## src/rtl/game_pkg.sv

```systemverilog
// game_pkg: shared encodings for the round sequencer and its consumers.
//   state_t  : game state, 0..3 matches the font overlay's encoding
//   winner_t : winner flags reported in TIMEOUT/GAMEOVER
//   HEALTH_W : width of one player's health byte
package game_pkg;

  localparam int unsigned HEALTH_W = 8;

  typedef enum logic [1:0] {
    ST_START    = 2'd0,
    ST_RUN      = 2'd1,
    ST_TIMEOUT  = 2'd2,
    ST_GAMEOVER = 2'd3
  } state_t;

  typedef enum logic [1:0] {
    WIN_NONE = 2'b00,
    WIN_P1   = 2'b01,
    WIN_P2   = 2'b10,
    WIN_DRAW = 2'b11
  } winner_t;

endpackage

```

## src/rtl/game_state_ctrl_if.sv

```systemverilog
// game_state_ctrl_if: bundle between the round sequencer and its environment.
//   start_btn, pause_btn : debounced button levels (to controller)
//   blood                : {P2 health, P1 health} (to controller)
//   graph_state, time_BCD, winner, round_end, freeze : controller outputs
// Modports: master = environment side, slave = game_state_ctrl.
interface game_state_ctrl_if;

  logic                             start_btn;
  logic                             pause_btn;
  logic [2*game_pkg::HEALTH_W-1:0]  blood;
  logic [1:0]                       graph_state;
  logic [7:0]                       time_BCD;
  logic [1:0]                       winner;
  logic                             round_end;
  logic                             freeze;

  modport master (
    output start_btn, pause_btn, blood,
    input  graph_state, time_BCD, winner, round_end, freeze
  );

  modport slave (
    input  start_btn, pause_btn, blood,
    output graph_state, time_BCD, winner, round_end, freeze
  );

endinterface

```

## src/rtl/game_state_ctrl_sec.sv

```systemverilog
// sec_tick: round-clock prescaler.
//   clk, rst : clock, asynchronous active-high reset
//   clr      : synchronous clear of the count (wins over en)
//   en       : count enable
//   tick     : one-cycle strobe while enabled and the count sits at TICK_DIV-1
module sec_tick #(
  parameter int unsigned TICK_DIV = 25_000_000
) (
  input  logic clk,
  input  logic rst,
  input  logic clr,
  input  logic en,
  output logic tick
);

  localparam int unsigned CNT_W = (TICK_DIV > 1) ? $clog2(TICK_DIV) : 1;
  localparam logic [CNT_W-1:0] CNT_MAX = CNT_W'(TICK_DIV - 1);

  logic [CNT_W-1:0] count;

  assign tick = en && (count == CNT_MAX);

  always_ff @(posedge clk or posedge rst) begin
    if (rst) begin
      count <= '0;
    end else if (clr) begin
      count <= '0;
    end else if (en) begin
      count <= (count == CNT_MAX) ? '0 : count + 1'b1;
    end
  end

endmodule

```

## src/rtl/game_state_ctrl.sv

```systemverilog
// game_state_ctrl: round sequencer (START/RUN/TIMEOUT/GAMEOVER) with a
// two-digit BCD round clock and winner reporting.
//   clk, rst : clock, asynchronous active-high reset
//   gs       : game_state_ctrl_if.slave (buttons, health in; state, clock,
//              winner, round_end pulse, freeze out; all outputs registered)
// Optional build macro: GAME_PAUSE_EN adds a pause toggle in RUN.
module game_state_ctrl
  import game_pkg::*;
#(
  parameter int unsigned TICK_DIV  = 25_000_000,
  parameter logic [7:0]  TIME_INIT = 8'h99,
  parameter int unsigned HOLD_SECS = 3
) (
  input logic              clk,
  input logic              rst,
  game_state_ctrl_if.slave gs
);

  localparam int unsigned HOLD_W = (HOLD_SECS > 0) ? $clog2(HOLD_SECS + 1) : 1;
  localparam logic [HOLD_W-1:0] HOLD_MAX = HOLD_W'(HOLD_SECS);

  state_t            state;
  winner_t           winner;
  logic [7:0]        time_bcd;
  logic              round_end;
  logic              freeze;
  logic [HOLD_W-1:0] hold_cnt;

  logic start_q, start_qq, start_press;
  logic tick, tick_en, state_chg;
  logic go_run, go_over, go_to, go_start, stay_run;
  logic in_end, hold_done, run_active, freeze_next;
  logic paused_next;
  logic p1_dead, p2_dead;
  winner_t dead_winner, cmp_winner;

  logic [HEALTH_W-1:0] p1_hp, p2_hp;
  assign p1_hp = gs.blood[HEALTH_W-1:0];
  assign p2_hp = gs.blood[2*HEALTH_W-1:HEALTH_W];

  assign start_press = start_q && !start_qq;

`ifdef GAME_PAUSE_EN
  logic pause_q, pause_qq, paused, pause_press;
  assign pause_press = pause_q && !pause_qq;
  assign run_active  = (state == ST_RUN) && !paused;
`else
  logic unused_pause_btn;
  assign unused_pause_btn = gs.pause_btn;
  assign run_active       = (state == ST_RUN);
`endif

  function automatic logic [7:0] bcd_dec(input logic [7:0] v);
    if (v == 8'h00)           return 8'h00;
    else if (v[3:0] == 4'd0)  return {v[7:4] - 4'd1, 4'd9};
    else                      return {v[7:4], v[3:0] - 4'd1};
  endfunction

  // Transition decisions are combinational so the prescaler clear and the
  // freeze register can see the state change on the same edge it happens.
  always_comb begin
    p1_dead   = (p1_hp == '0);
    p2_dead   = (p2_hp == '0);
    in_end    = (state == ST_TIMEOUT) || (state == ST_GAMEOVER);
    hold_done = (hold_cnt == HOLD_MAX);

    go_run   = (state == ST_START) && start_press;
    go_over  = (state == ST_RUN) && (p1_dead || p2_dead);
    go_to    = (state == ST_RUN) && !go_over &&
               ((tick && time_bcd == 8'h01) || time_bcd == 8'h00);
    go_start = in_end && hold_done && start_press;
    stay_run = (state == ST_RUN) && !go_over && !go_to;

    state_chg = go_run || go_over || go_to || go_start;
    tick_en   = run_active || (in_end && !hold_done);

    if (p1_dead && p2_dead) dead_winner = WIN_DRAW;
    else if (p1_dead)       dead_winner = WIN_P2;
    else                    dead_winner = WIN_P1;

    if (p1_hp > p2_hp)      cmp_winner = WIN_P1;
    else if (p2_hp > p1_hp) cmp_winner = WIN_P2;
    else                    cmp_winner = WIN_DRAW;

`ifdef GAME_PAUSE_EN
    paused_next = stay_run ? (paused ^ pause_press) : 1'b0;
`else
    paused_next = 1'b0;
`endif
    freeze_next = !((go_run || stay_run) && !paused_next);
  end

  sec_tick #(
    .TICK_DIV (TICK_DIV)
  ) u_sec_tick (
    .clk  (clk),
    .rst  (rst),
    .clr  (state_chg),
    .en   (tick_en),
    .tick (tick)
  );

  always_ff @(posedge clk or posedge rst) begin
    if (rst) begin
      state     <= ST_START;
      winner    <= WIN_NONE;
      time_bcd  <= TIME_INIT;
      round_end <= 1'b0;
      freeze    <= 1'b1;
      hold_cnt  <= '0;
      start_q   <= 1'b0;
      start_qq  <= 1'b0;
    end else begin
      start_q   <= gs.start_btn;
      start_qq  <= start_q;
      round_end <= 1'b0;
      freeze    <= freeze_next;

      if (state_chg)
        hold_cnt <= '0;
      else if (in_end && tick && !hold_done)
        hold_cnt <= hold_cnt + 1'b1;

      case (state)
        ST_START: begin
          time_bcd <= TIME_INIT;
          winner   <= WIN_NONE;
          if (go_run) state <= ST_RUN;
        end
        ST_RUN: begin
          if (go_over) begin
            state     <= ST_GAMEOVER;
            winner    <= dead_winner;
            round_end <= 1'b1;
          end else begin
            if (tick) time_bcd <= bcd_dec(time_bcd);
            if (go_to) begin
              state     <= ST_TIMEOUT;
              winner    <= cmp_winner;
              round_end <= 1'b1;
            end
          end
        end
        ST_TIMEOUT, ST_GAMEOVER: begin
          if (go_start) begin
            state    <= ST_START;
            winner   <= WIN_NONE;
            time_bcd <= TIME_INIT;
          end
        end
        default: state <= ST_START;
      endcase
    end
  end

`ifdef GAME_PAUSE_EN
  always_ff @(posedge clk or posedge rst) begin
    if (rst) begin
      pause_q  <= 1'b0;
      pause_qq <= 1'b0;
      paused   <= 1'b0;
    end else begin
      pause_q  <= gs.pause_btn;
      pause_qq <= pause_q;
      paused   <= paused_next;
    end
  end
`endif

  assign gs.graph_state = state;
  assign gs.winner      = winner;
  assign gs.time_BCD    = time_bcd;
  assign gs.round_end   = round_end;
  assign gs.freeze      = freeze;

endmodule
```

## src/flat_wrapper.sv

```systemverilog
// flat-port wrapper written by rule: the top's interface ports become plain ports
module game_state_ctrl_flat import game_pkg::*;
#(
  parameter int unsigned TICK_DIV  = 25_000_000,
  parameter logic [7:0]  TIME_INIT = 8'h99,
  parameter int unsigned HOLD_SECS = 3
)
  (clk, rst, gs_start_btn, gs_pause_btn, gs_blood, gs_graph_state, gs_time_BCD, gs_winner, gs_round_end, gs_freeze);
  game_state_ctrl_if gs_i ();
  input logic clk;
  input logic rst;
  input wire logic [$bits(gs_i.start_btn)-1:0] gs_start_btn;
  input wire logic [$bits(gs_i.pause_btn)-1:0] gs_pause_btn;
  input wire logic [$bits(gs_i.blood)-1:0] gs_blood;
  output wire logic [$bits(gs_i.graph_state)-1:0] gs_graph_state;
  output wire logic [$bits(gs_i.time_BCD)-1:0] gs_time_BCD;
  output wire logic [$bits(gs_i.winner)-1:0] gs_winner;
  output wire logic [$bits(gs_i.round_end)-1:0] gs_round_end;
  output wire logic [$bits(gs_i.freeze)-1:0] gs_freeze;
  assign gs_i.start_btn = gs_start_btn;
  assign gs_i.pause_btn = gs_pause_btn;
  assign gs_i.blood = gs_blood;
  assign gs_graph_state = gs_i.graph_state;
  assign gs_time_BCD = gs_i.time_BCD;
  assign gs_winner = gs_i.winner;
  assign gs_round_end = gs_i.round_end;
  assign gs_freeze = gs_i.freeze;
  game_state_ctrl #(.TICK_DIV(TICK_DIV), .TIME_INIT(TIME_INIT), .HOLD_SECS(HOLD_SECS)) u_core (.clk(clk), .rst(rst), .gs(gs_i));
endmodule
```

## config.mk

```make
export PLATFORM = sky130hd
export DESIGN_NAME = game_state_ctrl_flat
export DESIGN_NICKNAME = d
export VERILOG_FILES = /design/src/rtl/game_pkg.sv /design/src/rtl/game_state_ctrl_if.sv /design/src/rtl/game_state_ctrl_sec.sv /design/src/rtl/game_state_ctrl.sv /design/src/flat_wrapper.sv
export SDC_FILE = /design/constraint.sdc
export NUM_CORES = 1
export LEC_CHECK = 0
export CAP_MARGIN = 10
export CORE_AREA = 2 2 87 89
export DETAILED_ROUTE_END_ITERATION = 8
export DIE_AREA = 0 0 89 91
export GPL_ROUTABILITY_DRIVEN = 1
export GPL_TIMING_DRIVEN = 0
export PLACE_DENSITY = 0.59
export SLEW_MARGIN = 30
export SYNTH_ARGS = -nofsm -noshare
export SYNTH_HDL_FRONTEND = slang
export SYNTH_SLANG_ARGS = --single-unit
export TNS_END_PERCENT = 10
```

## constraint.sdc

```tcl
create_clock -name clk -period 2.55 [get_ports clk]
set_clock_uncertainty 0.2 [all_clocks]
set_input_delay 0.51 -clock clk [delete_from_list [all_inputs] [get_ports clk]]
set_output_delay 0.51 -clock clk [all_outputs]
set_load 0.01 [all_outputs]
```

==> impl_metrics.toml, run 1 <==
[grt]
overflow = 0
grt_max_degree = 29
gr-usage-all-layers_pct = 16.9
grt_pass1_vias = 2331
antenna_found_initial = 0
grt_pass1_wl_um = 11000

[timing]
tightest_slew_ns = 0.689
hold_viol_final = 0
slew-limit-headroom_pct = 54.0
maxSlewViolCount = 0
fmax_mhz = 407
fin_crit_sh_pct = 96.4
whs_ns = 0.209
period_minus_slack_ns = 2.46
setup_slack_ns = 0.0927
setup_violations = 0
rsz0062_at_grt = "no"

[clocking]
ctsLongestPathBuffers = 2
clock_sinks = 43
cts_hold_buffers = 0
root_buffer = "clkbuf_8"
htree_num_levels = 2
path_clk_slew_ns = 0.08
numCtsBuffers = 5
cts_tree = "yes"
clk-insertion-delay-late_ns = 0.30

[floorplanning]
ioPinCount = 34
die_area_um2 = 8100
placement_rows = 31
initial_core_util_pct = 38.8
core_um2 = 7140
die_w_um = 89
die_y_um = 91

[power_and_ir_drop]
seq_power_share_pct = 55.5
ir_drop_mv = 0.192
pwr-share-comb_pct = 8.1
p_sw_w = 0.000284
power_w = 0.00124
swShare_pct = 22.8
p_int_w = 0.000960
clkPwrFrac_pct = 36.4
power-per-cell-area_nw_per_um2 = 363
power.leakage_nw = 1.29

[place]
io_buffers = 32
dp_slack_ns = -0.329
gp_congestion = 0.851
dp_hpwl_um = 4730

[setup_path]
reg2reg_slack_ns = 0.09
start_kind = "flip-flop"
required_ns = 2.54
end_kind = "flip-flop"
crit_family = "simple AND/OR/NAND/NOR gates"
cp_max_fo = 4
worstSetupPathType = "reg -> reg"
cp.arrival_ns = 2.45
timing.rr.end = "u_core.gs.winner[0]"
crit_chain = "inv_1 -> ha_4 -> or3b_4 -> nor4b_4 -> nand4_1 -> buf_4 -> a31o_1 -> a22o_1"
ff2ff_path_depth = 8
crit_slowest_cell = "dfrtp_1"
cp-startpoint = "u_core.gs.time_BCD[5]"
cp_num_buf_inv = 2
worstSetupPathDepth = 8
max_stage_delay_ns = 0.41
r2r_start = "u_core.gs.time_BCD[5]"

[detailed_routing]
drt-wirelength-per-cell_um = 14.7
drc = 0
wl_um = 6470
final_antenna_net_count = 0
vias = 2393
via_per_inst = 5.43
drt_iter0_markers = 93
drt-pass1-iter-count = 4

[flow_run]
cap_viol_max_count = 0

[synthesis]
yosysWarnings = 0
synthArstFlopShare_pct = 100
yosysMostFrequentCell = "dfrtp_1"
netlist.area_leader.share_pct = 34.4
synth-main-ff-cell = "dfrtp_1"
syn_area_per_cell_um2 = 9.35
synth_cells = 296
synth_area_leaders = "dfrtp_1 34%, ha_1 6.3%, xor2_1 5.1%"
synthTopCellsByCount = "38 x dfrtp_1, 34 x nor2_1, 23 x nand2_1"
syn-num-nets = 330
yosysSeqAreaShare_pct = 39.1
yosysTopAreaCell = "dfrtp_1"
ys_ff_latch = 43
synth_area_um2 = 2770
yosysUniqueCellTypes = 60
synth-edff-count = 0

[outcome]
status = "complete, no violations"

[hold_path]
min_from = "u_core.start_q"
hold_depth = 0
min_to = "u_core.start_qq"
hp-class = "reg -> reg"

[cells_and_area]
drive_gt1_share_pct = 15.2
nFillCells = 700
num_antenna_cells = 0
areaGrowthSynthToFinish_pct = 23.9
nets = 375
sequential cells by signal, summed over array words and instances (netlist names):
signal,count
u_core.gs.freeze,1
u_core.gs.graph_state,2
u_core.gs.round_end,1
u_core.gs.time_BCD,8
u_core.gs.winner,2
u_core.hold_cnt,2
u_core.start_q,1
u_core.start_qq,1
u_core.u_sec_tick.count,25
repair_timing:
| item | in CTS | in global routing |
|---|---|---|
| setup buffers | 2 | 2 |
| endpoints found under the hold margin | 0 | 0 |
| resized for setup | 2 | 14 |
| endpoints found under the setup margin | 20 | 25 |
| gates cloned | 0 | 1 |
| pin swaps | 2 | 4 |
metal layers:
layer / global-route usage [%] / part of all wire [%] / routed length, µm / vias to the layer above
li1: - / - / - / 1182
met1: 23.7 / 50 / 3230 / 1155
met2: 25.9 / 46 / 2950 / 44
met3: 3.45 / 2.6 / 168 / 12
met4: 5.72 / 1.8 / 114 / 0
met5: 0 / 0 / 0 / -
through the flow:
stage / cell area [µm²] / util (%) / TNS [ns] / cells
2_1_floorplan: 2770 / - / 0 / 296
3_3_place_gp: 3210 / 45.0 / -13.30 / 427
3_5_place_dp: 3230 / 45.3 / -8.19 / 428
4_1_cts: 3350 / 46.9 / 0 / 438
5_1_grt: 3430 / 48.0 / 0 / 441
6_report: 3430 / 48.0 / 0 / 441
worst reg2reg max path: stages (launching register included):
cell	delay (ns)
dfrtp_1	0.41
inv_1	0.13
ha_4	0.16
or3b_4	0.41
nor4b_4	0.26
nand4_1	0.18
buf_4	0.18
a31o_1	0.19
a22o_1	0.23
cells by family (layout without fill, tap and decap cells):
| kind of cell | count (synthesis) | after routing | synth area share [%] |
|---|---|---|---|
| buf+inv | 25 | 71 | 4.97 |
| simple gates | 146 | 146 | 28.8 |
| compound gates | 49 | 49 | 14.7 |
| mux | 1 | 1 | 0.407 |
| flops | 43 | 43 | 39.1 |
| xor+xnor | 18 | 18 | 5.70 |
| fa+ha+maj | 14 | 14 | 6.33 |
cell type report:
type                            instances  area, µm²  share of cell area [%]
Inverter                               15       56.3                    1.64
Clock buffer                            7       86.3                    2.52
Clock inverter                          1       5.00                   0.146
Timing Repair Buffer                   38        375                    10.9
Buffer                                 10       88.8                    2.59
Multi-Input combinational cell        228       1610                    47.0
Sequential cell                        43       1080                    31.6
Tap cell                               99        124                    3.61
worst max path at each step:
stage	endpoint	slack, ns
global placement	u_core.u_sec_tick.count[6]	-0.34
floorplan	u_core.gs.winner[0]	0.25
finish	u_core.gs.winner[0]	0.09
global route	u_core.u_sec_tick.count[5]	0.0001
detailed placement	u_core.u_sec_tick.count[8]	-0.33
CTS	u_core.u_sec_tick.count[5]	0.003
placed cells by master (no fill, tap or decap), types with 6 or more instances in the layout:
| master | count |
|---|---|
| nor2_1 | 32 |
| nand4_1 | 15 |
| buf_4 | 6 |
| nor3_1 | 10 |
| ha_1 | 13 |
| clkbuf_8 | 6 |
| nand3_1 | 15 |
| dfrtp_1 | 38 |
| nand2_1 | 23 |
| a21oi_1 | 9 |
| inv_1 | 14 |
| nor4_1 | 7 |
| xor2_1 | 16 |
| clkdlybuf4s50_1 | 32 |
power by group through the flow:
stage                     clock (W)  sequential, W  combinational [W]
final                      0.000453       0.000690           0.000101
after global routing       0.000503       0.000691           0.000113
after CTS                  0.000469       0.000691          0.0000993
after detailed placement          0       0.000704          0.0000987
after global placement            0       0.000704          0.0000939
after floorplan                   0       0.000706          0.0000414
No activity file was read; power rests on OpenSTA's default activity.
==> run 2, diff against run 1 <==
clock period = 2.4 ns   (was 2.55 ns; I/O delays follow)
==> run 2 against run 1 <==
  * Sequential share of layout area down 0.35 points
  * Global-route usage up 0.20 points
  * Via count up 1.3%
  * Worst setup slack worse by 0.13 ns
  * Combinational power up 7%
  * Largest cell class unchanged
  * The flow now finishes with violations (setup timing)
  * Register-to-register slack worse by 0.13 ns
  * Die area unchanged
  * Clock power up 6.4%
  * Total power up 6.4%
  * Non-clock buffer count up 4
  * Maximum frequency up 0.88%
==> impl_metrics.toml, run 2 (same netlist as run 1, synthesis figures left out) <==
[outcome]
violations = "setup timing"
status = "complete, but fails checks"

[cells_and_area]
multiInputGateArea_um2 = 1620
instances_no_fill = 445
final_common_cell = "dfrtp_1"
largest_reg_flops = 25
final_util_pct = 48.6
top_register = "u_core.u_sec_tick.count"
register_area_um2 = 1080
layout_common_cells = "37 x dfrtp_1, 32 x clkdlybuf4s50_1, 31 x nor2_1, 22 x nand2_1, 16 x xor2_1"
nFillCells = 692
nets = 379
drive_gt1_share_pct = 17.6
num_antenna_cells = 0
areaGrowthSynthToFinish_pct = 25.4

[timing]
whs_ns = 0.205
tightest_slew_ns = 0.682
hold_viol_final = 0
slew-limit-headroom_pct = 54.4
fmax_mhz = 411
fin_tns_setup_ns = -0.0610
maxSlewViolCount = 0
setup_slack_ns = -0.0358
setup_violations = 3
fin_crit_sh_pct = 101
period_minus_slack_ns = 2.44
rsz0062_at_grt = "yes"

[grt]
grt_pass1_vias = 2360
grt_pass1_wl_um = 11000
overflow = 0
gr-usage-all-layers_pct = 17.1
antenna_found_initial = 0
grt_max_degree = 29

[setup_path]
cp_max_fo = 4
ff2ff_path_depth = 8
end_kind = "flip-flop"
worstSetupPathType = "reg -> reg"
required_ns = 2.39
cp.arrival_ns = 2.42
start_kind = "flip-flop"

[place]
io_buffers = 32
dp_hpwl_um = 4730
dpl.cell_count = 428
gp_congestion = 0.851
dp_slack_ns = -0.449

[clocking]
htree_num_levels = 2
clk-insertion-delay-late_ns = 0.29
cts_tree = "yes"
root_buffer = "clkbuf_8"
ctsLongestPathBuffers = 2
numCtsBuffers = 5
path_clk_slew_ns = 0.08
clock_sinks = 43
cts_hold_buffers = 0

[detailed_routing]
via_per_inst = 5.45
drc = 0
drt-pass1-iter-count = 4
vias = 2425
drt_iter0_markers = 122
final_antenna_net_count = 0
wl_um = 6590
drt-wirelength-per-cell_um = 14.8

[floorplanning]
placement_rows = 31
die_y_um = 91
die_w_um = 89
initial_core_util_pct = 38.8
core_um2 = 7140
ioPinCount = 34
die_area_um2 = 8100

[hold_path]
hp-class = "reg -> reg"
hold_depth = 0

[power_and_ir_drop]
power.leakage_nw = 1.30
ir_drop_mv = 0.204
power-per-cell-area_nw_per_um2 = 381

[flow_run]
cap_viol_max_count = 0
[run 2: layout make-up]
type,count,area share [%]
plain buffers,10,2.45
clock buffers,7,2.49
clock inverters,1,0.144
inverters,15,1.62
multi-input cells,228,46.8
flip-flops and latches,43,31.2
well taps,99,3.57
repair buffers,42,11.8
[run 2: worst paths after layout]
| path | start | to | slack, ns |
|---|---|---|---|
| setup reg to reg | u_core.gs.time_BCD[5] | u_core.gs.winner[0] | -0.04 |
| hold / removal | u_core.start_q | u_core.start_qq | 0.20 |
| min in group asynchronous | rst | u_core.gs.time_BCD[5] | 0.27 |
| hold reg to reg | u_core.start_q | u_core.start_qq | 0.20 |
| setup / recovery | u_core.gs.time_BCD[5] | u_core.gs.winner[0] | -0.04 |
| max in group asynchronous | rst | u_core.gs.time_BCD[0] | 1.20 |
[run 2: worst max-delay path, cell delays in order (launching register included)]
cell and delay [ns]:
dfrtp_1 0.42, inv_2 0.10, ha_4 0.14, or3b_4 0.41, nor4b_4 0.31, nand4_1 0.18
buf_4 0.17, a31o_1 0.19, a22o_1 0.21
[run 2: per-layer routing]
metal	global-route usage (%)	part of all wire, %	vias up
met5	0	0	-
met4	5.85	1.8	0
met3	3.45	3.2	12
met2	26.3	46	49
met1	23.9	49	1173
li1	-	-	1191
[run 2: timing repair]
item / CTS / global route
endpoints found under the setup margin: 33 / 28
resized for setup: 12 / 10
cloned: 0 / 1
pin swaps: 4 / 8
setup buffers: 4 / 4
[run 2: where the power goes]
| part | switching [W] | internal (W) | total (W) |
|---|---|---|---|
| clock network | 0.000249 | 0.000232 | 0.000482 |
| logic | 0.0000496 | 0.0000582 | 0.000108 |
| registers | 0.00000340 | 0.000730 | 0.000734 |
[run 2: per-stage QoR]
stage	instance area, µm²	power [W]
2_1_floorplan	2770	0.000794
3_3_place_gp	3210	0.000847
3_5_place_dp	3230	0.000852
4_1_cts	3400	0.00134
5_1_grt	3470	0.00139
6_report	3470	0.00132
==> run 3, diff against run 2 <==
CTS_BUF_LIST = sky130_fd_sc_hd__clkbuf_16   (was default)
==> run 3 against run 2 <==
  * The flow still finishes with violations (setup timing)
  * Sequential share of layout area fell by 0.43 points
  * Highest routed layer unchanged
  * Largest power group unchanged
  * Maximum frequency rose by 0.18%
  * Hold slack got worse by 0.0038 ns
  * Register-to-register slack barely moved
==> impl_metrics.toml, run 3 (same netlist as run 1, synthesis figures left out) <==
[outcome]
status = "complete, but fails checks"
violations = "setup timing"

[timing]
fin_crit_sh_pct = 101
period_minus_slack_ns = 2.43
fin_tns_setup_ns = -0.0506
whs_ns = 0.201
fmax_mhz = 411
slew-limit-headroom_pct = 52.9
setup_violations = 2
maxSlewViolCount = 0
setup_slack_ns = -0.0315
rsz0062_at_grt = "yes"
tightest_slew_ns = 0.705
hold_viol_final = 0

[cells_and_area]
top_register = "u_core.u_sec_tick.count"
register_area_um2 = 1080
layout_common_cells = "37 x dfrtp_1, 32 x nor2_1, 32 x clkdlybuf4s50_1, 22 x nand2_1, 16 x xor2_1"
instances_no_fill = 444
areaGrowthSynthToFinish_pct = 27.2
multiInputGateArea_um2 = 1630
nets = 378
nFillCells = 683
drive_gt1_share_pct = 17.7
final_common_cell = "dfrtp_1"
num_antenna_cells = 0
final_util_pct = 49.3
largest_reg_flops = 25

[power_and_ir_drop]
power.leakage_nw = 1.32
ir_drop_mv = 0.260
power-per-cell-area_nw_per_um2 = 422

[floorplanning]
core_um2 = 7140
placement_rows = 31
ioPinCount = 34
die_area_um2 = 8100
initial_core_util_pct = 38.8
die_y_um = 91
die_w_um = 89

[setup_path]
reg2reg_slack_ns = -0.03
start_kind = "flip-flop"
timing.rr.end = "u_core.gs.winner[0]"
cp.arrival_ns = 2.40
worstSetupPathType = "reg -> reg"
max_stage_delay_ns = 0.41
r2r_start = "u_core.gs.time_BCD[5]"
crit_family = "simple AND/OR/NAND/NOR gates"
required_ns = 2.37
cp_num_buf_inv = 2
crit_chain = "inv_2 -> ha_4 -> or3b_4 -> nor4b_4 -> nand4_1 -> buf_4 -> a31o_1 -> a22o_1"
ff2ff_path_depth = 8
crit_slowest_cell = "dfrtp_1"
end_kind = "flip-flop"
cp_max_fo = 4

[place]
gp_congestion = 0.851
io_buffers = 32
dp_hpwl_um = 4730
dpl.cell_count = 428

[grt]
grt_max_degree = 29
grt_pass1_vias = 2346
overflow = 0
antenna_found_initial = 0
gr-usage-all-layers_pct = 17.1
grt_pass1_wl_um = 11100

[detailed_routing]
drt-pass1-iter-count = 4
wl_um = 6600
drc = 0
vias = 2402
drt-wirelength-per-cell_um = 14.9
via_per_inst = 5.41
final_antenna_net_count = 0
drt_iter0_markers = 131

[clocking]
numCtsBuffers = 5
ctsLongestPathBuffers = 2
clk-insertion-delay-late_ns = 0.28
htree_num_levels = 2
cts_hold_buffers = 0
root_buffer = "clkbuf_16"
cts_tree = "yes"
clock_sinks = 43
path_clk_slew_ns = 0.06

[hold_path]
min_from = "u_core.start_q"
hold_depth = 0
min_to = "u_core.start_qq"
hp-class = "reg -> reg"

[flow_run]
cap_viol_max_count = 0
[run 3: metal layers]
metal  vias to the layer above  track usage (%)  share of wire [%]
met5                         -                0                  0
met2                        45             26.1                 46
li1                       1188                -                  -
met4                         0             5.60                1.9
met1                      1157             24.1                 50
met3                        12             3.64                2.6
[run 3: layout make-up]
cell class	count	area share [%]
multi-input combinational	228	46.3
inverter	15	1.60
sequential	43	30.8
tap	99	3.52
clock inverter	3	0.355
timing repair buffer	41	11.4
clock buffer	5	3.55
buffer	10	2.52
[run 3: how the worst max path moves through the flow]
stage,depth (start not counted),from,endpoint
CTS,9,u_core.gs.time_BCD[0],u_core.u_sec_tick.count[19]
global placement,7,gs_blood[13],u_core.u_sec_tick.count[6]
finish,8,u_core.gs.time_BCD[5],u_core.gs.winner[0]
global route,8,u_core.gs.time_BCD[5],u_core.u_sec_tick.count[8]
floorplan,7,u_core.gs.time_BCD[5],u_core.gs.winner[0]
detailed placement,7,gs_blood[13],u_core.u_sec_tick.count[8]
[run 3: power by group]
| group | switching (W) | leakage (nW) | total [W] | internal [W] |
|---|---|---|---|---|
| logic | 0.0000497 | 0.795 | 0.000108 | 0.0000582 |
| registers | 0.00000333 | 0.454 | 0.000735 | 0.000732 |
| clock network | 0.000265 | 0.0724 | 0.000641 | 0.000376 |
| total | 0.000318 | 1.32 | 0.00148 | 0.00117 |
[run 3: repair_timing]
item,CTS,global route
setup endpoints to repair,33,35
cloned,0,1
pin swaps,4,11
resized for setup,12,13
setup buffers,2,5
[run 3: per-stage QoR]
step | cell area, µm² | worst slack, ns | total power [W]
2_1_floorplan | 2770 | 0.0967 | 0.000794
3_3_place_gp | 3210 | -0.458 | 0.000847
3_5_place_dp | 3230 | -0.449 | 0.000852
4_1_cts | 3440 | -0.0342 | 0.00150
5_1_grt | 3520 | -0.136 | 0.00156
6_report | 3520 | -0.0315 | 0.00148
